**src/rtl/ctrl_pkg.sv**
```systemverilog
// Shared types for the multicycle control unit:
// state encodings, opcodes, mux encodings, control bundle.
package ctrl_pkg;

  typedef enum logic [3:0] {
    S_FETCH     = 4'd0,
    S_DECODE    = 4'd1,
    S_MEM_ADDR  = 4'd2,
    S_MEM_READ  = 4'd3,
    S_MEM_WB    = 4'd4,
    S_MEM_WRITE = 4'd5,
    S_R_EXEC    = 4'd6,
    S_R_WB      = 4'd7,
    S_BRANCH    = 4'd8,
    S_JUMP      = 4'd9,
    S_ADDI_EXEC = 4'd10,
    S_ADDI_WB   = 4'd11,
    S_TRAP      = 4'd12
  } state_e;

  localparam logic [5:0] OP_RTYPE = 6'b000000;
  localparam logic [5:0] OP_LW    = 6'b100011;
  localparam logic [5:0] OP_SW    = 6'b101011;
  localparam logic [5:0] OP_BEQ   = 6'b000100;
  localparam logic [5:0] OP_J     = 6'b000010;
  localparam logic [5:0] OP_ADDI  = 6'b001000;

  localparam logic [1:0] ALU_ADD   = 2'b00;
  localparam logic [1:0] ALU_SUB   = 2'b01;
  localparam logic [1:0] ALU_FUNCT = 2'b10;
  localparam logic [1:0] ALU_ADDI  = 2'b11;

  localparam logic [1:0] SRCB_REG  = 2'b00;
  localparam logic [1:0] SRCB_FOUR = 2'b01;
  localparam logic [1:0] SRCB_IMM  = 2'b10;
  localparam logic [1:0] SRCB_SHI  = 2'b11;

  localparam logic [1:0] PCS_ALU    = 2'b00;
  localparam logic [1:0] PCS_ALUOUT = 2'b01;
  localparam logic [1:0] PCS_JUMP   = 2'b10;

  typedef struct packed {
    logic       pc_write;
    logic       pc_write_cond;
    logic       i_or_d;
    logic       mem_read;
    logic       mem_write;
    logic       ir_write;
    logic       mem_to_reg;
    logic       reg_dst;
    logic       reg_write;
    logic       alu_src_a;
    logic [1:0] alu_src_b;
    logic [1:0] alu_op;
    logic [1:0] pc_source;
  } ctrl_t;

  function automatic state_e decode_op(logic [5:0] op);
    state_e s;
    unique case (op)
      OP_RTYPE:     s = S_R_EXEC;
      OP_LW, OP_SW: s = S_MEM_ADDR;
      OP_BEQ:       s = S_BRANCH;
      OP_J:         s = S_JUMP;
      OP_ADDI:      s = S_ADDI_EXEC;
      default:      s = S_TRAP;
    endcase
    return s;
  endfunction

endpackage

```
**src/rtl/ctrl_output_decode.sv**
```systemverilog
// Combinational map from control state (and memory
// readiness) to datapath enables and mux selects.
module ctrl_output_decode
  import ctrl_pkg::*;
(
  input  state_e state_i,
  input  logic   mem_rdy_i,
  input  logic   kill_i,
  output ctrl_t  ctrl_o
);

  always_comb begin
    ctrl_o = '0;
    if (!kill_i) begin
      unique case (state_i)
        S_FETCH: begin
          ctrl_o.mem_read  = 1'b1;
          ctrl_o.alu_src_b = SRCB_FOUR;
          ctrl_o.alu_op    = ALU_ADD;
          ctrl_o.pc_source = PCS_ALU;
          ctrl_o.ir_write  = mem_rdy_i;
          ctrl_o.pc_write  = mem_rdy_i;
        end
        S_DECODE: begin
          ctrl_o.alu_src_b = SRCB_SHI;
          ctrl_o.alu_op    = ALU_ADD;
        end
        S_MEM_ADDR: begin
          ctrl_o.alu_src_a = 1'b1;
          ctrl_o.alu_src_b = SRCB_IMM;
          ctrl_o.alu_op    = ALU_ADD;
        end
        S_MEM_READ: begin
          ctrl_o.mem_read = 1'b1;
          ctrl_o.i_or_d   = 1'b1;
        end
        S_MEM_WB: begin
          ctrl_o.reg_write  = 1'b1;
          ctrl_o.mem_to_reg = 1'b1;
        end
        S_MEM_WRITE: begin
          ctrl_o.mem_write = 1'b1;
          ctrl_o.i_or_d    = 1'b1;
        end
        S_R_EXEC: begin
          ctrl_o.alu_src_a = 1'b1;
          ctrl_o.alu_src_b = SRCB_REG;
          ctrl_o.alu_op    = ALU_FUNCT;
        end
        S_R_WB: begin
          ctrl_o.reg_write = 1'b1;
          ctrl_o.reg_dst   = 1'b1;
        end
        S_BRANCH: begin
          ctrl_o.alu_src_a     = 1'b1;
          ctrl_o.alu_src_b     = SRCB_REG;
          ctrl_o.alu_op        = ALU_SUB;
          ctrl_o.pc_write_cond = 1'b1;
          ctrl_o.pc_source     = PCS_ALUOUT;
        end
        S_JUMP: begin
          ctrl_o.pc_write  = 1'b1;
          ctrl_o.pc_source = PCS_JUMP;
        end
        S_ADDI_EXEC: begin
          ctrl_o.alu_src_a = 1'b1;
          ctrl_o.alu_src_b = SRCB_IMM;
          ctrl_o.alu_op    = ALU_ADDI;
        end
        S_ADDI_WB: begin
          ctrl_o.reg_write = 1'b1;
        end
        default: ctrl_o = '0;
      endcase
    end
  end

endmodule

```
**src/rtl/multicycle_control_fsm.sv**
```systemverilog
// Multicycle MIPS-subset control unit: state register,
// next-state logic; PERF_COUNTERS_EN adds cycle/retire counters.
module multicycle_control_fsm
  import ctrl_pkg::*;
#(
  parameter logic MEM_WAIT_EN_DEFAULT = 1'b1,
  parameter int   OPCODE_W            = 6
) (
  input  logic                clk,
  input  logic                reset,
  input  logic [OPCODE_W-1:0] opcode,
  input  logic                zero,
  input  logic                mem_ready,
  output logic                pc_write,
  output logic                pc_write_cond,
  output logic                i_or_d,
  output logic                mem_read,
  output logic                mem_write,
  output logic                ir_write,
  output logic                mem_to_reg,
  output logic                reg_dst,
  output logic                reg_write,
  output logic                alu_src_a,
  output logic [1:0]          alu_src_b,
  output logic [1:0]          alu_op,
  output logic [1:0]          pc_source,
  output logic                illegal,
  output logic [3:0]          state_out
`ifdef PERF_COUNTERS_EN
  ,
  output logic [31:0]         cycle_count,
  output logic [31:0]         retired_count
`endif
);

  state_e              state_q, state_d;
  logic [OPCODE_W-1:0] opcode_q;
  logic                illegal_q;
  logic                rdy;
  ctrl_t               ctrl;

  // zero only qualifies pc_write_cond inside the datapath
  logic unused_zero;
  assign unused_zero = zero;

  assign rdy = mem_ready | ~MEM_WAIT_EN_DEFAULT;

  always_comb begin
    state_d = state_q;
    unique case (state_q)
      S_FETCH:     if (rdy) state_d = S_DECODE;
      S_DECODE:    state_d = decode_op(opcode);
      S_MEM_ADDR:  state_d = (opcode_q == OP_SW) ?
                             S_MEM_WRITE : S_MEM_READ;
      S_MEM_READ:  if (rdy) state_d = S_MEM_WB;
      S_MEM_WRITE: if (rdy) state_d = S_FETCH;
      S_R_EXEC:    state_d = S_R_WB;
      S_ADDI_EXEC: state_d = S_ADDI_WB;
      S_TRAP:      state_d = S_TRAP;
      S_MEM_WB,
      S_R_WB,
      S_BRANCH,
      S_JUMP,
      S_ADDI_WB:   state_d = S_FETCH;
      default:     state_d = S_FETCH;
    endcase
  end

`ifdef PERF_COUNTERS_EN
  logic [31:0] cyc_q, ret_q;
  logic        retire;
  assign retire = (state_q != S_FETCH) &&
                  (state_d == S_FETCH);
  assign cycle_count   = cyc_q;
  assign retired_count = ret_q;
`endif

  always_ff @(posedge clk) begin
    if (reset) begin
      state_q   <= S_FETCH;
      opcode_q  <= '0;
      illegal_q <= 1'b0;
`ifdef PERF_COUNTERS_EN
      cyc_q     <= '0;
      ret_q     <= '0;
`endif
    end else begin
      state_q <= state_d;
      if (state_q == S_DECODE) opcode_q <= opcode;
      if (state_d == S_TRAP) illegal_q <= 1'b1;
`ifdef PERF_COUNTERS_EN
      cyc_q <= cyc_q + 32'd1;
      if (retire) ret_q <= ret_q + 32'd1;
`endif
    end
  end

  // reset kills every enable in the cycle it is asserted
  ctrl_output_decode u_dec (
    .state_i   (state_q),
    .mem_rdy_i (rdy),
    .kill_i    (reset),
    .ctrl_o    (ctrl)
  );

  assign pc_write      = ctrl.pc_write;
  assign pc_write_cond = ctrl.pc_write_cond;
  assign i_or_d        = ctrl.i_or_d;
  assign mem_read      = ctrl.mem_read;
  assign mem_write     = ctrl.mem_write;
  assign ir_write      = ctrl.ir_write;
  assign mem_to_reg    = ctrl.mem_to_reg;
  assign reg_dst       = ctrl.reg_dst;
  assign reg_write     = ctrl.reg_write;
  assign alu_src_a     = ctrl.alu_src_a;
  assign alu_src_b     = ctrl.alu_src_b;
  assign alu_op        = ctrl.alu_op;
  assign pc_source     = ctrl.pc_source;
  assign illegal       = illegal_q;
  assign state_out     = state_q;

endmodule

```
**config.mk**
```make
export PLATFORM = sky130hd
export DESIGN_NAME = multicycle_control_fsm
export DESIGN_NICKNAME = d
export VERILOG_FILES = /design/src/rtl/ctrl_pkg.sv /design/src/rtl/ctrl_output_decode.sv /design/src/rtl/multicycle_control_fsm.sv
export SDC_FILE = /design/constraint.sdc
export NUM_CORES = 1
export LEC_CHECK = 0
export CORE_ASPECT_RATIO = 0.8
export CORE_MARGIN = 2
export CORE_UTILIZATION = 47
export DETAILED_ROUTE_END_ITERATION = 8
export PLACE_DENSITY_LB_ADDON = 0.12
export SLEW_MARGIN = 20
export SYNTH_ARGS = -nofsm -noshare
export SYNTH_HDL_FRONTEND = slang
export SYNTH_SLANG_ARGS = --single-unit
```
**constraint.sdc**
```tcl
create_clock -name clk -period 4.65 [get_ports clk]
set_input_delay 1.1625 -clock clk [delete_from_list [all_inputs] [get_ports clk]]
set_output_delay 1.1625 -clock clk [all_outputs]
set_load 0.01 [all_outputs]
```
==> impl_metrics.toml <==
[status]
status = "finished clean"

[detailed_routing]
drt_first_pass_iters = 4
viasPerCell = 5.723
wl_per_cell_microns = 13.65
drc_errors = 0
vias = 950
antenna_left = 0
totalWireLength_mm = 2.266
drtIter0Drc = 23

[clock_network]
tritoncts = "done"
cts-root-buf = "clkbuf_4"
cts_resized = 0
ctsHtreeMaxLevel = 1
cts_buffers = 3
clock-sinks = 11
clk_path_buf_depth = 2
postCtsSetupBuffers = 0
clkLatencyLatePin_ps = 280
clk_pin_slew_ps = 70
cts.hold.buffers_added = 0

[timing]
setup_viol = 0
fin_tns_setup_ps = 0
period_share = 0.8514
fin_skew_ps = 2.575
min_period_ps = 3959
fmax_mhz = 252.6
finalHoldViolCount = 0
tightestPinTransition_ps = 695.9
maxSlewHeadroom = 0.5354
slew_viol_final = 0
rsz0062_at_grt = "false"

[worst_setup_path]
crit_path_start_kind = "input pin"
crit_fanout = 16
cp.arrival_ps = 2800
crit_path_end_kind = "output pin"
criticalPathCategory = "input pin to output pin"
critPathRequiredTime_ps = 3490

[floorplanning]
dieHeight_microns = 42.25
rows = 13
dieWidth_microns = 51.82
io_pins = 31
die-area_sq_um = 2189
core_sq_um = 1675
initial_utilization = 0.5131

[power]
p_total_mw = 0.2569
vdd_drop_max_mv = 0.1382
p_leak_nw = 0.4088
powerDensity_nw_per_um2 = 223.2

[global_route]
track_usage = 0.2112
grt-ovfl-total = 0
grt_max_degree = 24
grt_antenna_before_repair = 0
grt_pass1_wl_mm = 3.525
grt_pass1_vias = 764

[yosys]
seq_area_frac_synth = 0.2562
mappedNetlistArea_sq_um = 859.6
yosysUniqueCellTypes = 39
synth_warnings = 0
syn_inst = 121
synth-seq-cells = 11
synth_top_area_share = 0.2562
synth_top_area_cell = "dfxtp_1"
syn-num-nets = 131
synth_area_leaders = "dfxtp_1 26%, nor2_1 7.9%, a21oi_1 7.0%"
syn_avg_cell_area_sq_um = 7.104

[finish]
drive_gt1_frac = 0.05556
ff_latch_area_sq_um = 220.2
multi_input_area_sq_um = 566.8
layout.nets = 155
fillCellCount = 156
syn_to_final_growth_pct = 33.92
diodes = 0

[min_path]
hold_class = "flop to flop"

[place]
dp_hpwl_mm = 1.689
io_buffer_count = 29
routabilityCongestion = 0.8712

[job]
maxCapViolCount = 0
[worst paths after layout]
check	startpoint	endpoint	slack [ps]	depth (start not counted)
min reg2reg	opcode_q[3]	opcode_q[3]	460	2
max	reset	mem_to_reg	690	6
min	opcode_q[3]	opcode_q[3]	460	2
max reg2reg	state_out[0]	illegal	2370	4
[metrics by stage]
stage / hold WS, ps / instances / setup WS [ps] / instance area [sq um] / utilization
after global routing: 480.9 / 166 / 540.0 / 1151 / 0.6871
after detailed placement: 449.0 / 162 / 694.8 / 1124 / 0.6707
after global placement: 442.5 / 162 / 749.6 / 1124 / 0.6707
after CTS: 458.9 / 166 / 691.7 / 1151 / 0.6871
after floorplan: 431.2 / 121 / 1296 / 859.6 / -
final: 460.2 / 166 / 691.0 / 1151 / 0.6871
[final cells by class]
cell class / instances / area share
Multi-Input combinational cell: 96 / 0.4924
Tap cell: 22 / 0.02391
Timing Repair Buffer: 30 / 0.2587
Sequential cell: 11 / 0.1913
Clock buffer: 3 / 0.01957
Inverter: 3 / 0.009783
Clock inverter: 1 / 0.004348
[kinds of logic (layout without fill, tap and decap cells)]
logic type,Yosys count,count (layout),share of synthesized area
buffers and inverters,14,37,0.08441
AO/OA/AOI/OAI,25,25,0.2082
XOR/XNOR,4,4,0.04950
flip-flops,11,11,0.2562
AND/OR/NAND/NOR,66,66,0.3901
multiplexers,1,1,0.01165
[synthesized netlist by cell type]
| master | n |
|---|---|
| or4_1 | 2 |
| a221oi_1 | 1 |
| a31o_1 | 1 |
| nor4_1 | 1 |
| o41ai_2 | 1 |
| o21bai_1 | 1 |
| or2b_1 | 1 |
| xor2_1 | 2 |
| o22ai_1 | 1 |
| or2_1 | 1 |
| a31oi_1 | 1 |
| nor4bb_1 | 1 |
| nand2b_1 | 2 |
| mux2i_1 | 1 |
| o311ai_0 | 1 |
| o21a_1 | 1 |
| and3_1 | 3 |
| a2111oi_0 | 1 |
| nor2b_1 | 2 |
| buf_6 | 1 |
| o21ba_1 | 1 |
| a2111oi_2 | 1 |
| nor2_1 | 18 |
| nor4b_1 | 4 |
| inv_1 | 3 |
| nand2_1 | 16 |
| xnor2_2 | 1 |
| or4b_1 | 1 |
| clkbuf_1 | 6 |
| a21oi_1 | 12 |
| xnor2_1 | 1 |
| nand3_1 | 4 |
| dfxtp_1 | 11 |
| nor3_1 | 7 |
| o21ai_0 | 1 |
| or3_1 | 3 |
| o32a_1 | 1 |
| buf_2 | 1 |
| buf_4 | 3 |
[cell usage in the layout (no fill, tap or decap), types with 4 or more instances in the layout]
master / instances
a21oi_1: 12
nand2_1: 16
nand3_1: 4
dfxtp_1: 11
nor2_1: 18
nor3_1: 7
clkdlybuf4s50_1: 29
nor4b_1: 4
[where the power goes]
group | switching [mW] | leakage, nW | total, mW | internal (mW)
clock | 0.0353 | 0.0177 | 0.0672 | 0.0319
sequential | 0.0136 | 0.0895 | 0.114 | 0.0999
combinational | 0.0369 | 0.302 | 0.0762 | 0.0393
total | 0.0857 | 0.409 | 0.257 | 0.171
[sequential cells by signal, indices dropped and copies added, names as in the netlist]
register,count
state_out,4
illegal,1
opcode_q,6
[per-layer routing]
metal | track usage | vias to the layer above | wire (microns)
li1 | - | 474 | -
met1 | 0.3057 | 449 | 1106
met2 | 0.3026 | 22 | 1021
met3 | 0.06786 | 5 | 115
met4 | 0.04737 | 0 | 22
met5 | 0 | - | 0
[worst max-delay path: stages]
cell	delay [ps]
clkdlybuf4s50_1	450
buf_4	210
nor2_1	130
nand2_1	100
nor3_1	170
clkdlybuf4s50_1	560
Note: power is estimated with default switching activity, not from simulation.
